$ cat config.mk
export PLATFORM = sky130hd
export DESIGN_NAME = ahb_lite_arbiter
export DESIGN_NICKNAME = d
export VERILOG_FILES = /design/src/rtl/ahb_lite_arbiter.sv
export SDC_FILE = /design/constraint.sdc
export NUM_CORES = 1
export LEC_CHECK = 0
export ABC_AREA = 1
export BUFFER_PORTS_ARGS = -buffer_cell sky130_fd_sc_hd__buf_2
export CORE_AREA = 2 2 124 126
export CTS_BUF_LIST = sky130_fd_sc_hd__clkbuf_4 sky130_fd_sc_hd__clkbuf_8
export DETAILED_ROUTE_END_ITERATION = 8
export DIE_AREA = 0 0 126 128
export GPL_TIMING_DRIVEN = 0
export PLACE_DENSITY = 0.73
export SLEW_MARGIN = 20
export SYNTH_ARGS = -nofsm -noshare
export SYNTH_HDL_FRONTEND = slang
export SYNTH_SLANG_ARGS = --single-unit
export TNS_END_PERCENT = 1
$ cat constraint.sdc
create_clock -name clk -period 2.82 [get_ports clk]
set_input_delay 0.141 -clock clk [delete_from_list [all_inputs] [get_ports clk]]
set_output_delay 0.141 -clock clk [all_outputs]
set_load 0.01 [all_outputs]
$ cat src/rtl/ahb_lite_arbiter.sv
// ahb_lite_arbiter: two-manager AHB-Lite arbiter with per-manager pending slots and round-robin issue
module ahb_lite_arbiter #(
    parameter int ADDR_W = 32,
    parameter int DATA_W = 32
) (
    input  logic              clk,
    input  logic              nrst,
    input  logic [ADDR_W-1:0] m0_haddr,
    input  logic [1:0]        m0_htrans,
    input  logic              m0_hwrite,
    input  logic [2:0]        m0_hsize,
    input  logic [DATA_W-1:0] m0_hwdata,
    output logic [DATA_W-1:0] m0_hrdata,
    output logic              m0_hready,
    output logic              m0_hresp,
    input  logic [ADDR_W-1:0] m1_haddr,
    input  logic [1:0]        m1_htrans,
    input  logic              m1_hwrite,
    input  logic [2:0]        m1_hsize,
    input  logic [DATA_W-1:0] m1_hwdata,
    output logic [DATA_W-1:0] m1_hrdata,
    output logic              m1_hready,
    output logic              m1_hresp,
    output logic [ADDR_W-1:0] s_haddr,
    output logic [1:0]        s_htrans,
    output logic              s_hwrite,
    output logic [2:0]        s_hsize,
    output logic [DATA_W-1:0] s_hwdata,
    input  logic [DATA_W-1:0] s_hrdata,
    input  logic              s_hready,
    input  logic              s_hresp
);
    typedef enum logic [1:0] {ST_IDLE, ST_PEND, ST_DATA} state_e;
    state_e            st_q [2];
    state_e            st_d [2];
    logic [ADDR_W-1:0] addr_q [2];
    logic [ADDR_W-1:0] addr_d [2];
    logic              wr_q [2];
    logic              wr_d [2];
    logic [2:0]        sz_q [2];
    logic [2:0]        sz_d [2];
    logic              rr_q, rr_d;
    logic              lock_q, lock_d;
    logic              lock_sel_q, lock_sel_d;
    logic [ADDR_W-1:0] m_haddr [2];
    logic [1:0]        m_htrans [2];
    logic              m_hwrite [2];
    logic [2:0]        m_hsize [2];
    logic              pend [2];
    logic              rdy [2];
    logic              req [2];
    logic              any_pend;
    logic              sel;

    assign m_haddr[0]  = m0_haddr;
    assign m_haddr[1]  = m1_haddr;
    assign m_htrans[0] = m0_htrans;
    assign m_htrans[1] = m1_htrans;
    assign m_hwrite[0] = m0_hwrite;
    assign m_hwrite[1] = m1_hwrite;
    assign m_hsize[0]  = m0_hsize;
    assign m_hsize[1]  = m1_hsize;

    // Decode per-manager status and pick the slot driven downstream (locked choice wins while stalled)
    always_comb begin
        for (int i = 0; i < 2; i++) begin
            pend[i] = st_q[i] == ST_PEND;
            rdy[i]  = (st_q[i] == ST_IDLE) | ((st_q[i] == ST_DATA) & s_hready);
            req[i]  = m_htrans[i] inside {2'd2, 2'd3};
        end
        any_pend = pend[0] | pend[1];
        sel      = lock_q ? lock_sel_q : (pend[0] & pend[1]) ? rr_q : pend[1];
    end

    // Next state: capture whenever the manager sees ready, issue the selected slot on s_hready
    always_comb begin
        for (int i = 0; i < 2; i++) begin
            st_d[i]   = rdy[i] ? (req[i] ? ST_PEND : ST_IDLE)
                      : (pend[i] & s_hready & (sel == 1'(i))) ? ST_DATA : st_q[i];
            addr_d[i] = (rdy[i] & req[i]) ? m_haddr[i] : addr_q[i];
            wr_d[i]   = (rdy[i] & req[i]) ? m_hwrite[i] : wr_q[i];
            sz_d[i]   = (rdy[i] & req[i]) ? m_hsize[i] : sz_q[i];
        end
        rr_d       = (any_pend & s_hready) ? ~sel : rr_q;
        lock_d     = any_pend & ~s_hready;
        lock_sel_d = sel;
    end

    // State, slot, round-robin and lock registers; reset drops everything in flight
    always_ff @(posedge clk or negedge nrst) begin
        if (!nrst) begin
            for (int i = 0; i < 2; i++) begin
                st_q[i]   <= ST_IDLE;
                addr_q[i] <= '0;
                wr_q[i]   <= 1'b0;
                sz_q[i]   <= '0;
            end
            rr_q       <= 1'b0;
            lock_q     <= 1'b0;
            lock_sel_q <= 1'b0;
        end else begin
            for (int i = 0; i < 2; i++) begin
                st_q[i]   <= st_d[i];
                addr_q[i] <= addr_d[i];
                wr_q[i]   <= wr_d[i];
                sz_q[i]   <= sz_d[i];
            end
            rr_q       <= rr_d;
            lock_q     <= lock_d;
            lock_sel_q <= lock_sel_d;
        end
    end

    assign s_htrans  = any_pend ? 2'd2 : 2'd0;
    assign s_haddr   = any_pend ? addr_q[sel] : '0;
    assign s_hwrite  = any_pend & wr_q[sel];
    assign s_hsize   = any_pend ? sz_q[sel] : '0;
    assign s_hwdata  = (st_q[0] == ST_DATA) ? m0_hwdata : (st_q[1] == ST_DATA) ? m1_hwdata : '0;
    assign m0_hready = rdy[0];
    assign m1_hready = rdy[1];
    assign m0_hresp  = (st_q[0] == ST_DATA) & s_hresp;
    assign m1_hresp  = (st_q[1] == ST_DATA) & s_hresp;
    assign m0_hrdata = s_hrdata;
    assign m1_hrdata = s_hrdata;
endmodule

==> results.json <==
{
  "grt_overflow_total": 0,
  "crit-reg2reg-launch": "st_q[3]",
  "vias": 5519,
  "post-cts-setup-buffer-count": 0,
  "synth_nets": 864,
  "maxCapViolCount": 0,
  "start_util": 0.3247,
  "critPathKind": "reg2out",
  "yosysTopAreaCellShare": 0.4095,
  "remaining_drc_errors": 0,
  "required_ns": 2.68,
  "io_pins": 314,
  "grt_pass1_vias": 5157,
  "core-area_um2": 14860,
  "io_buffers": 277,
  "synth_most_common_cell": "nand2_1",
  "synth_edf_count": 0,
  "ys_types": 15,
  "cts_tree": "done",
  "fill_cells": 1551,
  "critPathArrivalTime_ns": 2.17,
  "htree_levels": 3,
  "cts_buffer_depth": 2,
  "switchingPower_uw": 3338,
  "skew_ns": 0.004071,
  "cts_buffers": 9,
  "syn-instance-count": 688,
  "antennaDiodeCount": 0,
  "synth.top_cells.by_count": "nand2_1, nand3_1, dfrtp_1",
  "synth-seq-cells": 79,
  "yosys_warnings": 0,
  "multiInputGateArea_um2": 1971,
  "total_power_uw": 7080,
  "worstMarginPinSlew_ns": 0.5005,
  "grt_pass1_wl_um": 27350,
  "reg2reg_to": "addr_q[39]",
  "min_to": "addr_q[16]",
  "cts_root_buf": "clkbuf_8",
  "min_path_type": "in2reg",
  "rows": 45,
  "grt_start_max_net_pins": 49,
  "status": "complete, no violations",
  "slew_headroom": 0.6663,
  "rsz0062_at_grt": "false",
  "syn_area_um2": 4827,
  "powerDensity_nw_per_um2": 1042,
  "endpoint_kind": "primary output",
  "synth.avg_cell_area_um2": 7.016,
  "antenna_found_initial": 0,
  "cts.clk_slew.worst_paths_ns": 0.08,
  "gp_congestion": 0.9046,
  "clkSinkCount": 79,
  "finalHoldViolCount": 0,
  "fin_crit_ns": 2.311,
  "p_sw_frac": 0.4715,
  "fin_nets": 1163,
  "post_cts_resized": 0,
  "wl_um": 18460,
  "placed_area_um2": 6479,
  "ant_nets": 0,
  "drt_iter0_drc": 245,
  "fp.dieW_um": 126,
  "irDropWorstVdd_v": 0.0007092,
  "max_freq_mhz": 432.6,
  "ys.flop_type": "dfrtp_1",
  "area_delta_synth_final_pct": 40.75,
  "worstSkewPairLatency_ns": 0.36,
  "combinationalPowerShare": 0.601,
  "power_frac_seq": 0.266,
  "slew_viol_final": 0,
  "drive_above_1_share": 0.3925,
  "hold_depth": 3,
  "grt_use_total": 0.2184,
  "internal-power_uw": 3741,
  "cp-start-kind": "register",
  "rrSetupSlack_ns": 1.14,
  "seq_area_um2": 1977,
  "finalCritPeriodShare": 0.8196,
  "worst-path-max-fanout": 10,
  "die_height_um": 128,
  "drtPass1Iterations": 5,
  "async_flop_share": 1.000,
  "fin_area_um2": 6794,
  "yosysSeqAreaShare": 0.4095,
  "min_from": "m1_haddr[16]",
  "die-area_um2": 16130,
  "synth_area_leaders": "dfrtp_1, nand3_1, nand2_1",
  "fin_setup_tns_ns": 0,
  "pwr-share-clk": 0.133,
  "power.leakage_uw": 0.004067,
  "hpwl_um": 14590,
  "wl_per_cell_um": 15.65,
  "r2r_cells": 6,
  "drt-vias-per-instance": 4.681,
  "setup_violations": 0,
  "yosysTopAreaCell": "dfrtp_1"
}
-- logic make-up (layout without fill, tap and decap cells) --
kind of cell,count (synthesis),in the layout,synth area share
AO/OA/AOI/OAI,78,78,0.08165
other,1,1,0.0007769
flip-flops,79,79,0.4095
AND/OR/NAND/NOR,372,372,0.3258
buffers and inverters,158,461,0.1822
-- cells in the final DEF (no fill, tap or decap), drive strengths merged --
cell type / netlist / layout
a21oi: 75 / 75
nand3b: 1 / 1
bufinv: 0 / 2
clkinv: 0 / 2
nor3: 1 / 1
dfrtp: 79 / 79
nand2: 156 / 156
conb: 1 / 1
clkbuf: 19 / 30
buf: 98 / 376
nor2: 77 / 77
dlygate4sd3: 0 / 10
o21ai: 3 / 3
inv: 41 / 41
nand3: 137 / 137
-- power groups by stage --
stage                     clock network [µW]  logic (µW)  registers, µW
after global placement                     0        4210           1870
after CTS                                966        4300           1880
after floorplan                            0        2670           1840
after detailed placement                   0        4260           1900
final                                    945        4250           1880
after global routing                    1010        4750           1940
-- worst max path at each step --
| stage | start | endpoint | slack [ns] | depth (start not counted) |
|---|---|---|---|---|
| 2_1_floorplan | st_q[3] | s_haddr[10] | 1.39 | 8 |
| 3_3_place_gp | lock_q | s_hsize[1] | 0.92 | 6 |
| 3_5_place_dp | lock_q | s_hsize[1] | 0.89 | 6 |
| 4_1_cts | lock_q | s_hsize[1] | 0.49 | 6 |
| 5_1_grt | lock_q | s_haddr[25] | 0.35 | 6 |
| 6_report | lock_q | s_hsize[1] | 0.51 | 6 |
-- through the flow --
| stage | utilization | hold slack (ns) | instances | setup WS, ns |
|---|---|---|---|---|
| 2_1_floorplan | - | -0.1546 | 688 | 1.392 |
| 3_3_place_gp | 0.4338 | 0.3374 | 1153 | 0.9168 |
| 3_5_place_dp | 0.4359 | 0.1179 | 1154 | 0.8886 |
| 4_1_cts | 0.4571 | 0.001677 | 1179 | 0.4883 |
| 5_1_grt | 0.4571 | 0.01653 | 1179 | 0.3515 |
| 6_report | 0.4571 | 0.007456 | 1179 | 0.5086 |
-- flip-flops by register name, indices dropped and copies added (netlist names) --
name,count
sz_q,6
lock_sel_q,1
lock_q,1
wr_q,2
st_q,4
addr_q,64
rr_q,1
-- critical path, cell delays in order, from the launching register on --
cell and delay (ns):
dfrtp_1 0.38, nand2_1 0.09, clkbuf_1 0.41, clkbuf_1 0.44, a21oi_1 0.13, nor2_1 0.18
buf_2 0.16
-- layer usage --
layer / track usage / vias to the layer above / routed length, µm
met3: 0.04174 / 26 / 1431
li1: - / 2736 / -
met5: 0 / - / 0
met4: 0.07757 / 0 / 435
met1: 0.2757 / 2508 / 7588
met2: 0.3748 / 249 / 8999
-- layout make-up --
class                           count  area share
Buffer                            117      0.1068
Clock buffer                       11     0.02136
Clock inverter                      4     0.01031
Multi-Input combinational cell    451      0.2901
Timing Repair Buffer              288      0.2232
Inverter                           41     0.02265
Sequential cell                    79      0.2910
Tap cell                          188     0.03462
-- timing repair --
action | in CTS | in global routing
setup endpoints to repair | 0 | 0
hold endpoints to repair | 40 | 0
hold buffers | 10 | 0
No activity file was read; power rests on OpenSTA's default activity.
